--- src/rtl/mips_muldiv_pkg.sv ---
// mips_muldiv_pkg
// Shared types for the MIPS multiply/divide unit: operation encoding,
// FSM state encoding and a width-agnostic magnitude helper.
package mips_muldiv_pkg;

    typedef enum logic [2:0] {
        MD_MULT  = 3'd0,
        MD_MULTU = 3'd1,
        MD_DIV   = 3'd2,
        MD_DIVU  = 3'd3,
        MD_MTHI  = 3'd4,
        MD_MTLO  = 3'd5
    } md_op_t;

    typedef enum logic [1:0] {
        IDLE = 2'd0,
        CALC = 2'd1,
        FIX  = 2'd2
    } md_state_t;

    // Widest operand md_abs can handle; callers zero-extend into it and
    // cast the result back to their own width.
    localparam int MD_MAX_W = 128;

    // Magnitude of a two's complement value. The sign is passed separately
    // because the helper cannot know where the caller's sign bit sits.
    // Negating the zero-extended value leaves the correct magnitude in the
    // caller's low bits, including most-negative -> 2**(W-1).
    function automatic logic [MD_MAX_W-1:0] md_abs(input logic [MD_MAX_W-1:0] v,
                                                   input logic                neg);
        return neg ? (~v + MD_MAX_W'(1)) : v;
    endfunction

endpackage

--- src/rtl/mips_muldiv_seq.sv ---
// mips_muldiv_seq
// Iterative one-bit-per-cycle engine: restoring division or shift-add
// multiply on unsigned magnitudes. Sign handling lives in the top.
//
// Ports
//   clk_i, rst_ni   clock, async active-low reset
//   load_i          start a new operation (counter <- WIDTH)
//   cancel_i        abort; counter cleared, engine goes quiet
//   is_div_i        1 = divide, 0 = multiply (sampled with load_i)
//   opa_i           dividend / multiplier magnitude
//   opb_i           divisor / multiplicand magnitude
//   last_o          high during the final iteration
//   acc_o           divide: {remainder, quotient}; multiply: product
module mips_muldiv_seq
    import mips_muldiv_pkg::*;
#(
    parameter int WIDTH = 32
) (
    input  logic               clk_i,
    input  logic               rst_ni,
    input  logic               load_i,
    input  logic               cancel_i,
    input  logic               is_div_i,
    input  logic [WIDTH-1:0]   opa_i,
    input  logic [WIDTH-1:0]   opb_i,
    output logic               last_o,
    output logic [2*WIDTH-1:0] acc_o
);

    localparam int CW = $clog2(WIDTH + 1);

    logic [CW-1:0]      cnt_q, cnt_d;
    logic [2*WIDTH-1:0] acc_q, acc_d;
    logic [WIDTH-1:0]   opnd_q, opnd_d;
    logic               is_div_q, is_div_d;
    logic [WIDTH:0]     part_rem;
    logic [WIDTH:0]     diff;
    logic [WIDTH:0]     sum;

    always_comb begin
        // Divide keeps {remainder, dividend/quotient} in acc; the shifted
        // partial remainder picks up the next dividend bit from acc[WIDTH-1].
        part_rem = acc_q[2*WIDTH-1:WIDTH-1];
        diff     = part_rem - {1'b0, opnd_q};
        // Multiply keeps {partial product, remaining multiplier bits} in acc.
        sum      = {1'b0, acc_q[2*WIDTH-1:WIDTH]} + (acc_q[0] ? {1'b0, opnd_q} : '0);

        cnt_d    = cnt_q;
        acc_d    = acc_q;
        opnd_d   = opnd_q;
        is_div_d = is_div_q;

        if (cancel_i) begin
            cnt_d = '0;
        end else if (load_i) begin
            cnt_d    = CW'(WIDTH);
            is_div_d = is_div_i;
            opnd_d   = opb_i;
            acc_d    = {{WIDTH{1'b0}}, opa_i};
        end else if (cnt_q != '0) begin
            cnt_d = cnt_q - CW'(1);
            if (is_div_q) begin
                // diff[WIDTH] set means the trial subtract went negative: restore.
                if (diff[WIDTH]) begin
                    acc_d = {part_rem[WIDTH-1:0], acc_q[WIDTH-2:0], 1'b0};
                end else begin
                    acc_d = {diff[WIDTH-1:0], acc_q[WIDTH-2:0], 1'b1};
                end
            end else begin
                acc_d = {sum, acc_q[WIDTH-1:1]};
            end
        end
    end

    always_ff @(posedge clk_i or negedge rst_ni) begin
        if (!rst_ni) begin
            cnt_q    <= '0;
            acc_q    <= '0;
            opnd_q   <= '0;
            is_div_q <= 1'b0;
        end else begin
            cnt_q    <= cnt_d;
            acc_q    <= acc_d;
            opnd_q   <= opnd_d;
            is_div_q <= is_div_d;
        end
    end

    assign last_o = (cnt_q == CW'(1));
    assign acc_o  = acc_q;

endmodule

--- src/rtl/mips_muldiv.sv ---
// mips_muldiv
// Multiply/divide unit with HI/LO result registers. Divides (and, in the
// default build, multiplies) run iteratively for WIDTH cycles plus one
// sign-fix cycle; MTHI/MTLO write in a single cycle.
//
// Build option
//   MULDIV_FAST_MUL_EN  defined: MULT/MULTU use a combinational multiplier
//                       registered straight into HI/LO (1-cycle, busy stays 0).
//                       undefined: MULT/MULTU go through the iterative engine.
//
// Ports
//   clk_i      rising-edge clock
//   rst_ni     async active-low reset
//   start_i    request strobe, sampled only while busy_o = 0
//   op_i       md_op_t operation; codes 6/7 are ignored
//   a_i, b_i   rs / rt operands
//   cancel_i   flush: abort in-flight op, drop a simultaneous start
//   busy_o     operation in progress
//   done_o     one-cycle pulse after HI/LO were updated
//   hi_o, lo_o HI / LO registers
//
// state | meaning
// IDLE  | waiting for a request; single-cycle ops complete here
// CALC  | engine iterating, one bit per cycle
// FIX   | sign correction, HI/LO written on exit
module mips_muldiv
    import mips_muldiv_pkg::*;
#(
    parameter int WIDTH = 32
) (
    input  logic             clk_i,
    input  logic             rst_ni,
    input  logic             start_i,
    input  md_op_t           op_i,
    input  logic [WIDTH-1:0] a_i,
    input  logic [WIDTH-1:0] b_i,
    input  logic             cancel_i,
    output logic             busy_o,
    output logic             done_o,
    output logic [WIDTH-1:0] hi_o,
    output logic [WIDTH-1:0] lo_o
);

    md_state_t          state_q, state_d;
    logic [WIDTH-1:0]   hi_q, hi_d;
    logic [WIDTH-1:0]   lo_q, lo_d;
    logic               done_q, done_d;
    logic               neg_q, neg_d;
    logic               rem_neg_q, rem_neg_d;
    logic               dz_q, dz_d;
    logic               div_q, div_d;
    logic [WIDTH-1:0]   dvd_q, dvd_d;

    logic               op_signed;
    logic               op_is_div;
    logic               seq_load;
    logic               seq_last;
    logic [WIDTH-1:0]   a_mag;
    logic [WIDTH-1:0]   b_mag;
    logic [2*WIDTH-1:0] seq_acc;
    logic [2*WIDTH-1:0] prod_fix;
    logic [WIDTH-1:0]   quo_fix;
    logic [WIDTH-1:0]   rem_fix;

    assign op_signed = (op_i == MD_MULT) || (op_i == MD_DIV);
    assign op_is_div = (op_i == MD_DIV) || (op_i == MD_DIVU);

    assign a_mag = WIDTH'(md_abs(MD_MAX_W'(a_i), op_signed & a_i[WIDTH-1]));
    assign b_mag = WIDTH'(md_abs(MD_MAX_W'(b_i), op_signed & b_i[WIDTH-1]));

    // Most-negative / -1 yields magnitude 2**(WIDTH-1); negating it gives the
    // same bit pattern, so the overflow case needs no special handling.
    assign prod_fix = neg_q     ? -seq_acc                  : seq_acc;
    assign quo_fix  = neg_q     ? -seq_acc[WIDTH-1:0]       : seq_acc[WIDTH-1:0];
    assign rem_fix  = rem_neg_q ? -seq_acc[2*WIDTH-1:WIDTH] : seq_acc[2*WIDTH-1:WIDTH];

`ifdef MULDIV_FAST_MUL_EN
    logic [2*WIDTH-1:0] fast_a;
    logic [2*WIDTH-1:0] fast_b;
    logic [2*WIDTH-1:0] fast_prod;

    // Extending to 2*WIDTH first lets one multiplier serve both signednesses.
    assign fast_a    = (op_i == MD_MULT) ? {{WIDTH{a_i[WIDTH-1]}}, a_i} : {{WIDTH{1'b0}}, a_i};
    assign fast_b    = (op_i == MD_MULT) ? {{WIDTH{b_i[WIDTH-1]}}, b_i} : {{WIDTH{1'b0}}, b_i};
    assign fast_prod = fast_a * fast_b;
`endif

    mips_muldiv_seq #(
        .WIDTH (WIDTH)
    ) u_seq (
        .clk_i    (clk_i),
        .rst_ni   (rst_ni),
        .load_i   (seq_load),
        .cancel_i (cancel_i),
        .is_div_i (op_is_div),
        .opa_i    (a_mag),
        .opb_i    (b_mag),
        .last_o   (seq_last),
        .acc_o    (seq_acc)
    );

    always_comb begin
        state_d   = state_q;
        hi_d      = hi_q;
        lo_d      = lo_q;
        done_d    = 1'b0;
        neg_d     = neg_q;
        rem_neg_d = rem_neg_q;
        dz_d      = dz_q;
        div_d     = div_q;
        dvd_d     = dvd_q;
        seq_load  = 1'b0;

        case (state_q)
            IDLE: begin
                if (start_i && !cancel_i) begin
                    case (op_i)
                        MD_DIV, MD_DIVU: begin
                            seq_load = 1'b1;
                            div_d    = 1'b1;
                            state_d  = CALC;
                        end
                        MD_MULT, MD_MULTU: begin
`ifdef MULDIV_FAST_MUL_EN
                            hi_d   = fast_prod[2*WIDTH-1:WIDTH];
                            lo_d   = fast_prod[WIDTH-1:0];
                            done_d = 1'b1;
`else
                            seq_load = 1'b1;
                            div_d    = 1'b0;
                            state_d  = CALC;
`endif
                        end
                        MD_MTHI: begin
                            hi_d   = a_i;
                            done_d = 1'b1;
                        end
                        MD_MTLO: begin
                            lo_d   = a_i;
                            done_d = 1'b1;
                        end
                        default: ;
                    endcase
                    if (seq_load) begin
                        neg_d     = op_signed & (a_i[WIDTH-1] ^ b_i[WIDTH-1]);
                        rem_neg_d = op_signed & a_i[WIDTH-1];
                        dz_d      = (b_i == '0);
                        dvd_d     = a_i;
                    end
                end
            end
            CALC: begin
                if (cancel_i) begin
                    state_d = IDLE;
                end else if (seq_last) begin
                    state_d = FIX;
                end
            end
            FIX: begin
                state_d = IDLE;
                if (!cancel_i) begin
                    done_d = 1'b1;
                    if (!div_q) begin
                        hi_d = prod_fix[2*WIDTH-1:WIDTH];
                        lo_d = prod_fix[WIDTH-1:0];
                    end else if (dz_q) begin
                        // Divide by zero reports the raw dividend, not its magnitude.
                        hi_d = dvd_q;
                        lo_d = '1;
                    end else begin
                        hi_d = rem_fix;
                        lo_d = quo_fix;
                    end
                end
            end
            default: state_d = IDLE;
        endcase
    end

    always_ff @(posedge clk_i or negedge rst_ni) begin
        if (!rst_ni) begin
            state_q   <= IDLE;
            hi_q      <= '0;
            lo_q      <= '0;
            done_q    <= 1'b0;
            neg_q     <= 1'b0;
            rem_neg_q <= 1'b0;
            dz_q      <= 1'b0;
            div_q     <= 1'b0;
            dvd_q     <= '0;
        end else begin
            state_q   <= state_d;
            hi_q      <= hi_d;
            lo_q      <= lo_d;
            done_q    <= done_d;
            neg_q     <= neg_d;
            rem_neg_q <= rem_neg_d;
            dz_q      <= dz_d;
            div_q     <= div_d;
            dvd_q     <= dvd_d;
        end
    end

    assign busy_o = (state_q != IDLE);
    assign done_o = done_q;
    assign hi_o   = hi_q;
    assign lo_o   = lo_q;

endmodule
--- config.mk ---
export PLATFORM = sky130hd
export DESIGN_NAME = mips_muldiv
export DESIGN_NICKNAME = d
export VERILOG_FILES = /design/src/rtl/mips_muldiv_pkg.sv /design/src/rtl/mips_muldiv_seq.sv /design/src/rtl/mips_muldiv.sv
export SDC_FILE = /design/constraint.sdc
export NUM_CORES = 1
export LEC_CHECK = 0
export ABC_AREA = 1
export CAP_MARGIN = 10
export CELL_PAD_IN_SITES_DETAIL_PLACEMENT = 1
export CELL_PAD_IN_SITES_GLOBAL_PLACEMENT = 2
export CORE_MARGIN = 2
export CORE_UTILIZATION = 32
export DETAILED_ROUTE_END_ITERATION = 6
export GPL_TIMING_DRIVEN = 0
export PLACE_DENSITY_LB_ADDON = 0.1
export SLEW_MARGIN = 5
export SYNTH_ARGS = -nofsm -noshare
export SYNTH_HDL_FRONTEND = slang
export SYNTH_SLANG_ARGS = --single-unit
--- constraint.sdc ---
create_clock -name clk_i -period 3.4 [get_ports clk_i]
set_clock_uncertainty 0.15 [all_clocks]
set_input_delay 0.68 -clock clk_i [delete_from_list [all_inputs] [get_ports clk_i]]
set_output_delay 0.68 -clock clk_i [all_outputs]
set_load 0.01 [all_outputs]
==> flow_summary.ini, run 1 <==
[clocking]
clk_pin_slew_ns = 0.06
cts_tree = built
clk_latency_ns = 0.58
clkSinkCount = 206
cts_max_level = 1
cts-root-buf = clkbuf_16
cts_buffers = 27
cts_buffer_depth = 3

[synthesis]
ys_ff_latch = 206
yosysWarnings = 0
synth_cell_type_count = 59
synth_nets = 3493
synth.most_common_cell = nand2_1
syn_area_um2 = 19700
synth_top_area_frac = 0.262
synth_edf_count = 0
synth_flop_cell = dfrtp_1
async_flop_share = 1.00
synth.largest_area_cell = dfrtp_1
synth.area.top_cells = dfrtp_1 (26%), nand2_1 (19%), nor2_1 (9.2%)
synth.avg_cell_area_um2 = 5.87
ys_seq_area_frac = 0.262
synth_commonest_cells = nand2_1 (1001), nor2_1 (481), inv_1 (435), nand3_1 (265), a21oi_1 (215)
synthCells = 3350

[timing]
setup_slack_ns = 0.0397
min_period_over_period = 0.988
relSlewSlack = 0.179
min_period_ns = 3.36
tns_ns = 0
finalHoldViolations = 0
max_freq_mhz = 298
holdWs_ns = 0.345
drv_slew = 0
tightestPinTransition_ns = 1.23
setup_violations = 0

[global_route]
antenna_found_initial = 10
grt_pass1_vias = 23900
grt_start_max_net_pins = 108
grt_usage = 0.358
gr-total-overflow = 0
grt_pass1_wl_um = 166000

[critical_path]
path_max_fanout = 10
endpoint_kind = flop
slowest_delay_ns = 0.83
critPathSlowestCell = nor2_1
path_cells = nor2_1 > inv_1 > clkbuf_1 > nand2_1 > a31oi_1
required_ns = 3.67
crit_arrival_ns = 3.63
critPathLaunchType = flop
crit_type = reg2reg

[worst_hold_path]
hold_class = reg2reg

[placed_design]
pre_cts_ws_ns = -0.800
dp_hpwl_um = 95100
io_buffers = 136
routabilityCongestion = 0.992

[cells_and_area]
layout-drive-gt1-share = 0.0503
finalNetCount = 3665
area_growth_pct = 17.3

[run_status]
status = finished clean

[die]
core-area_um2 = 60600
die_h_um = 252
num_rows = 90
start_util = 0.324
io_pins = 137
fp.dieW_um = 252
dieArea_um2 = 63400

[routing]
first_iter_violations = 2523
viasPerCell = 5.60
postRouteAntennaNets = 0
routed_wl_um = 115000
drtPass1Iterations = 5
routedWlPerCell_um = 26.6
vias = 24200
drc_errors = 0

[power_and_ir_drop]
pwr_density_cell_nw_per_um2 = 962
fin_total_pwr_mw = 22.2
ir_drop_mv = 0.356
p_leak_nw = 11.3

[run]
cap_violations = 0
critical path: cells and delay by family (launching register included):
family	cells	cell delay [ns]
compound gates	1	0.16
flops	1	0.43
buf+inv	2	1.09
simple gates	2	1.35
state kept, by name (all words and copies together), names as in the netlist:
register,cells
dz_q,1
done_o,1
hi_o,32
rem_neg_q,1
div_q,1
u_seq.is_div_q,1
u_seq.opnd_q,32
u_seq.cnt_q,6
state_q,2
u_seq.acc_o,64
lo_o,32
neg_q,1
dvd_q,32
repair_timing:
item	4_1_cts	5_1_grt
hold buffers	1	0
setup endpoints to repair	17	28
pin swaps	0	2
gates resized for setup	8	12
setup buffers	1	3
endpoints found under the hold margin	25	0
worst paths after layout:
kind | to | cells past startpoint | startpoint | slack, ns
min in group asynchronous | u_seq.acc_o[49]$_DFFE_PN0P_ | 2 | rst_ni | 0.41
max reg2reg | hi_o[5]$_DFFE_PN0P_ | 5 | state_q[0]$_DFFE_PN0P_ | 0.04
min | lo_o[7]$_DFFE_PN0P_ | 2 | lo_o[7]$_DFFE_PN0P_ | 0.34
min reg2reg | lo_o[7]$_DFFE_PN0P_ | 2 | lo_o[7]$_DFFE_PN0P_ | 0.34
max in group asynchronous | u_seq.acc_o[31]$_DFFE_PN0P_ | 3 | rst_ni | 1.79
max | hi_o[5]$_DFFE_PN0P_ | 5 | state_q[0]$_DFFE_PN0P_ | 0.04
cells by family (layout without fill, tap and decap cells):
kind of cell    count (synthesis)  in the layout  share of synthesized area
simple gates                 1890           1890                      0.397
buf+inv                       573            763                      0.115
compound gates                555            555                      0.156
flops                         206            206                      0.262
fa+ha+maj                      72             72                     0.0466
xor+xnor                       54             54                     0.0241
other cells                     0              1                          0
cell usage in the layout, fill, tap and decap left out, drive strengths merged, types with 11 or more instances in the layout:
cell type      synthesis  routed
a21oi                218     218
a31oi                 33      33
buf                   54      61
clkbuf                72     108
clkdlybuf4s50          0     135
clkinv                 4      11
dfrtp                206     206
ha                    70      70
inv                  443     442
nand2               1025    1025
nand3                267     267
nand4                 31      31
nor2                 498     498
nor3                  40      40
o211ai                21      21
o21ai                222     222
o21bai                12      12
xnor2                 19      19
xor2                  35      35
through the flow:
stage / std cells / util / area (µm²)
after floorplan: 3350 / - / 19700
after global placement: 4268 / 0.363 / 22000
after detailed placement: 4270 / 0.364 / 22100
after CTS: 4319 / 0.380 / 23000
after global routing: 4322 / 0.380 / 23000
final: 4323 / 0.380 / 23000
routing by layer:
layer | share of wire | up-vias | global-route usage
li1 | - | 11100 | -
met1 | 0.48 | 12100 | 0.546
met2 | 0.41 | 934 | 0.517
met4 | 0.023 | 8 | 0.0756
met5 | 0.00047 | - | 0
met3 | 0.089 | 131 | 0.0678
power by group:
part	total, mW	switching [mW]	internal (mW)
combinational	14.2	9.67	4.54
sequential	4.98	1.55	3.42
clock	2.99	1.25	1.74
total	22.2	12.5	9.71
layout make-up:
class / instances / area (µm²)
Fill cell: 8231 / 37500
Multi-Input combinational cell: 2571 / 12300
Buffer: 126 / 593
Clock inverter: 11 / 129
Tap cell: 782 / 978
Antenna cell: 1 / 2.50
Timing Repair Buffer: 143 / 1460
Sequential cell: 206 / 5160
Clock buffer: 36 / 769
Inverter: 447 / 1690
No activity file was read; power rests on OpenSTA's default activity.
==> run 2: changes to the inputs <==
--- a/config.mk
+++ b/config.mk
@@ -10,7 +10,7 @@
 export CELL_PAD_IN_SITES_DETAIL_PLACEMENT = 1
 export CELL_PAD_IN_SITES_GLOBAL_PLACEMENT = 2
 export CORE_MARGIN = 2
-export CORE_UTILIZATION = 32
+export CORE_UTILIZATION = 30
 export DETAILED_ROUTE_END_ITERATION = 6
 export GPL_TIMING_DRIVEN = 0
 export PLACE_DENSITY_LB_ADDON = 0.1
==> run 2 against run 1 <==
Power is 2.9% higher. Final cell count rose by 1.7%. Register-to-register slack worse by 0.02 ns. Setup slack worse by 0.020 ns. Sequential share of layout area is 0.18 points lower. Critical path type unchanged. Largest power group unchanged.
==> flow_summary.ini, run 2 (synthesis results as in run 1) <==
[critical_path]
required_ns = 3.70
path_max_fanout = 10
critPathLaunchType = flop
critPathSlowestCell = nor2_1
crit_arrival_ns = 3.68
endpoint_kind = flop
crit_type = reg2reg
crit_top_cell = inv_1
cp_top_family = simple AND/OR/NAND/NOR gates
slowest_delay_ns = 0.84
path_cells = inv_1 > nor2_1 > inv_1 > clkbuf_1 > nand2_1 > a31oi_1
cp_num_buf_inv = 3
rr_startpoint = state_q[1]$_DFFE_PN0P_
r2r_end = lo_o[11]$_DFFE_PN0P_
r2r_slack_ns = 0.02
rr_worst_depth = 6

[routing]
first_iter_violations = 2274
routed_wl_um = 118000
viasPerCell = 5.47
drtPass1Iterations = 6
drc_errors = 0
routedWlPerCell_um = 26.8
postRouteAntennaNets = 0
vias = 24100

[clocking]
cts_max_level = 1
cts_buffers = 28
cts_buffer_depth = 3
clkSinkCount = 206
cts-root-buf = clkbuf_16
cts_tree = built
clk_latency_ns = 0.61
clk_pin_slew_ns = 0.06

[cells_and_area]
fin_cells = 4398
final_area_um2 = 23200
mostFrequentLayoutCell = nand2_1
layout-drive-gt1-share = 0.0519
final_util = 0.360
nFillCells = 8612
largest_reg_flops = 64
finalNetCount = 3665
final_cell_mix = nand2_1 (999), nor2_1 (480), inv_1 (433)
seqCellArea_um2 = 5160
multi_input_area_um2 = 12300
area_growth_pct = 18.2

[run]
cap_violations = 0

[global_route]
grt_start_max_net_pins = 96
grt_pass1_wl_um = 169000
grt_pass1_vias = 24000
gr-total-overflow = 0
antenna_found_initial = 4
grt_usage = 0.345

[run_status]
status = finished clean

[worst_hold_path]
worstHoldPathCells = 2
hp-start = lo_o[24]$_DFFE_PN0P_
hold_class = reg2reg
whs_endpoint = lo_o[24]$_DFFE_PN0P_

[timing]
tightestPinTransition_ns = 1.31
max_freq_mhz = 296
setup_violations = 0
finalHoldViolations = 0
drv_slew = 0
min_period_over_period = 0.994
rsz0062_at_grt = false
holdWs_ns = 0.347
min_period_ns = 3.38
relSlewSlack = 0.124

[placed_design]
dp_hpwl_um = 98500
routabilityCongestion = 1.01
io_buffers = 136
place_inst = 4343
place_area_um2 = 22100

[die]
start_util = 0.304
num_rows = 93
core-area_um2 = 64600
die_h_um = 260
fp.dieW_um = 260
dieArea_um2 = 67600
io_pins = 137

[power_and_ir_drop]
fin_total_pwr_mw = 22.8
p_leak_nw = 11.3
ir_drop_mv = 0.577
pwr_density_cell_nw_per_um2 = 982
-- run 2: layer usage --
layer	track usage	wire, µm	up-vias
met2	0.496	47900	884
met5	0	39	-
met4	0.0603	1940	6
li1	-	-	11100
met3	0.0705	10400	109
met1	0.527	57700	12000
-- run 2: per-stage QoR --
stage               setup WS [ns]  setup TNS [ns]
floorplan                   0.692               0
global route               0.0186               0
detailed placement         -0.718          -14.95
CTS                        0.0334               0
global placement            -8.28        -1707.95
finish                     0.0192               0
-- run 2: power by group --
group	total (mW)	switching, mW	internal, mW
sequential	5.06	1.64	3.42
clock	3.30	1.34	1.96
combinational	14.5	9.90	4.55
-- run 2: final cells by class --
type                       instances  area share
inverter                         447      0.0725
buffer                           126      0.0256
antenna                            1    0.000108
tap                              855      0.0460
multi-input combinational       2571       0.528
clock buffer                      36      0.0345
clock inverter                    14     0.00829
sequential                       206       0.222
timing repair buffer             142      0.0626
-- run 2: worst reg2reg max path, stage by stage, from the launching register on --
cell	delay, ns
dfrtp_1	0.37
inv_1	0.09
nor2_1	0.84
inv_1	0.48
clkbuf_1	0.60
nand2_1	0.54
a31oi_1	0.16
-- run 2: worst max path at each step --
stage,start,cells after the start,to
2_1_floorplan,u_seq.acc_o[0]$_DFFE_PN0P_,19,u_seq.acc_o[59]$_DFFE_PN0P_
3_3_place_gp,rst_ni,1,u_seq.acc_o[10]$_DFFE_PN0P_
3_5_place_dp,u_seq.acc_o[0]$_DFFE_PN0P_,17,u_seq.acc_o[61]$_DFFE_PN0P_
4_1_cts,u_seq.acc_o[0]$_DFFE_PN0P_,18,u_seq.acc_o[58]$_DFFE_PN0P_
5_1_grt,u_seq.acc_o[0]$_DFFE_PN0P_,19,u_seq.acc_o[59]$_DFFE_PN0P_
6_report,state_q[1]$_DFFE_PN0P_,6,lo_o[11]$_DFFE_PN0P_
-- run 2: what timing repair did --
action                                  in CTS  in global routing
gates resized for setup                     10                 15
endpoints found under the hold margin       39                  0
pin swaps                                    0                  1
endpoints found under the setup margin      26                 27
hold buffers                                 1                  0
buffers inserted                             0                  3
==> run 3: changes to the inputs <==
--- a/config.mk
+++ b/config.mk
@@ -9,6 +9,7 @@
 export CAP_MARGIN = 10
 export CELL_PAD_IN_SITES_DETAIL_PLACEMENT = 1
 export CELL_PAD_IN_SITES_GLOBAL_PLACEMENT = 2
+export CORE_ASPECT_RATIO = 1.25
 export CORE_MARGIN = 2
 export CORE_UTILIZATION = 30
 export DETAILED_ROUTE_END_ITERATION = 6
==> run 3 against run 2 <==
Combinational power down 4%. Register-to-register slack better by 0.11 ns. Via count down 1.7%. Non-clock buffer count up 1. Highest routed layer unchanged. Critical path depth up 8. Wire length about the same. Clock power down 7.6%. Core utilization down 0.22 points. Sequential share of layout area up 0.11 points. Sequential cell count unchanged. Die area about the same.
==> flow_summary.ini, run 3 (synthesis results as in run 1) <==
[routing]
drtPass1Iterations = 7
vias = 23700
routed_wl_um = 118000
first_iter_violations = 1469
viasPerCell = 5.39
routedWlPerCell_um = 26.9
drc_errors = 0
postRouteAntennaNets = 0

[clocking]
clk_pin_slew_ns = 0.07
cts_buffer_depth = 3
cts-root-buf = clkbuf_16
clk_latency_ns = 0.61
cts_tree = built
cts_max_level = 1
cts_buffers = 26
clkSinkCount = 206

[cells_and_area]
final_util = 0.358
layout-drive-gt1-share = 0.0494
largest_reg_flops = 64
area_growth_pct = 17.7
final_area_um2 = 23100
mostFrequentLayoutCell = nand2_1
nFillCells = 8678
finalNetCount = 3664
final_cell_mix = nand2_1 (1001), nor2_1 (481), inv_1 (433)

[critical_path]
crit_type = reg2reg
crit_top_cell = nand2_2
critPathSlowestCell = dfrtp_1
slowest_delay_ns = 0.73
crit_arrival_ns = 3.59
required_ns = 3.72
endpoint_kind = flop
path_cells = ha_1 > nand2_1 > inv_1 > a21oi_2 > nand2_2 > nand2_1 > nand2_2 > nand2_2 > nand3_1 > nand2_2 > buf_4 > nand3_1 > nand3_1 > o21ai_1
path_max_fanout = 10
cp_top_family = simple AND/OR/NAND/NOR gates
critPathLaunchType = flop
cp_num_buf_inv = 2

[power_and_ir_drop]
p_leak_nw = 11.3
pwr_density_cell_nw_per_um2 = 938
ir_drop_mv = 0.428

[die]
num_rows = 104
io_pins = 137
dieArea_um2 = 67600
fp.dieW_um = 233
die_h_um = 290
start_util = 0.304
core-area_um2 = 64700

[timing]
min_period_ns = 3.27
tightestPinTransition_ns = 1.15
min_period_over_period = 0.963
drv_slew = 0
max_freq_mhz = 306
rsz0062_at_grt = false
relSlewSlack = 0.233
setup_violations = 0
finalHoldViolations = 0

[global_route]
grt_start_max_net_pins = 82
gr-total-overflow = 0
grt_usage = 0.345
grt_pass1_wl_um = 168000
antenna_found_initial = 3
grt_pass1_vias = 24700

[placed_design]
routabilityCongestion = 0.998
place_area_um2 = 22100
io_buffers = 136
dp_hpwl_um = 99100

[run]
cap_violations = 0

[worst_hold_path]
hold_class = reg2reg

[run_status]
status = finished clean
run 3: changes by cell type in the layout (fill, tap and decap cells not counted), moves of 2 or more:
cell	delta
buf_6	-2
nand2_2	-2
o21ai_2	-2
clkinvlp_4	+2
clkbuf_1	+4
nand2_1	+2
buf_4	+2
clkbuf_16	-2
inv_6	-2
clkbuf_8	-2
run 3: area by class of cell:
class	count	area, µm²	share of cell area
plain buffers	126	598	0.0259
diodes	1	2.50	0.000108
inverters	447	1690	0.0729
multi-input cells	2571	12300	0.531
flip-flops and latches	206	5160	0.223
clock inverters	12	155	0.00671
well taps	848	1060	0.0459
clock buffers	35	734	0.0318
repair buffers	143	1460	0.0632
run 3: timing repair:
| item | in CTS | in global routing |
|---|---|---|
| gates resized for setup | 13 | 7 |
| endpoints found under the hold margin | 51 | 0 |
| hold buffers | 1 | 0 |
| pin swaps | 0 | 1 |
| buffers inserted | 3 | 1 |
| endpoints found under the setup margin | 34 | 13 |
run 3: path summary, 6_finish.rpt:
kind	start	endpoint	slack, ns	depth (start not counted)
max in group asynchronous	rst_ni	u_seq.opnd_q[4]$_DFFE_PN0P_	1.81	3
worst min-delay path	lo_o[24]$_DFFE_PN0P_	lo_o[24]$_DFFE_PN0P_	0.33	2
worst min register to register	lo_o[24]$_DFFE_PN0P_	lo_o[24]$_DFFE_PN0P_	0.33	2
min in group asynchronous	rst_ni	hi_o[22]$_DFFE_PN0P_	0.43	2
worst max-delay path	u_seq.acc_o[37]$_DFFE_PN0P_	u_seq.acc_o[40]$_DFFE_PN0P_	0.13	14
worst max register to register	u_seq.acc_o[37]$_DFFE_PN0P_	u_seq.acc_o[40]$_DFFE_PN0P_	0.13	14
run 3: power by group:
group | internal, mW | switching [mW]
sequential | 3.43 | 1.33
clock | 1.74 | 1.31
combinational | 4.56 | 9.32
run 3: metal layers:
metal / track usage / up-vias / routed length [µm]
met2: 0.603 / 767 / 57900
met4: 0.290 / 6 / 12200
met3: 0.0342 / 315 / 4950
met5: 0 / - / 45
met1: 0.370 / 11500 / 43000
li1: - / 11000 / -
run 3: worst min-delay path, delay by kind of cell (launching register included):
family	cells	cell delay, ns
and+or+nand+nor	1	0.05
DFF	1	0.34
AOI/OAI and AO/OA	1	0.06
run 3: through the flow:
step	hold WS, ns	cells	power (mW)	TNS, ns	worst slack (ns)
detailed placement	0.321	4336	18.4	-11.83	-0.792
global route	0.356	4388	23.3	0	0.000832
finish	0.332	4389	21.7	0	0.127
floorplan	0.234	3350	12.7	0	0.692
CTS	0.336	4387	21.6	0	0.00151
global placement	0.316	4334	18.2	-1653.01	-8.03
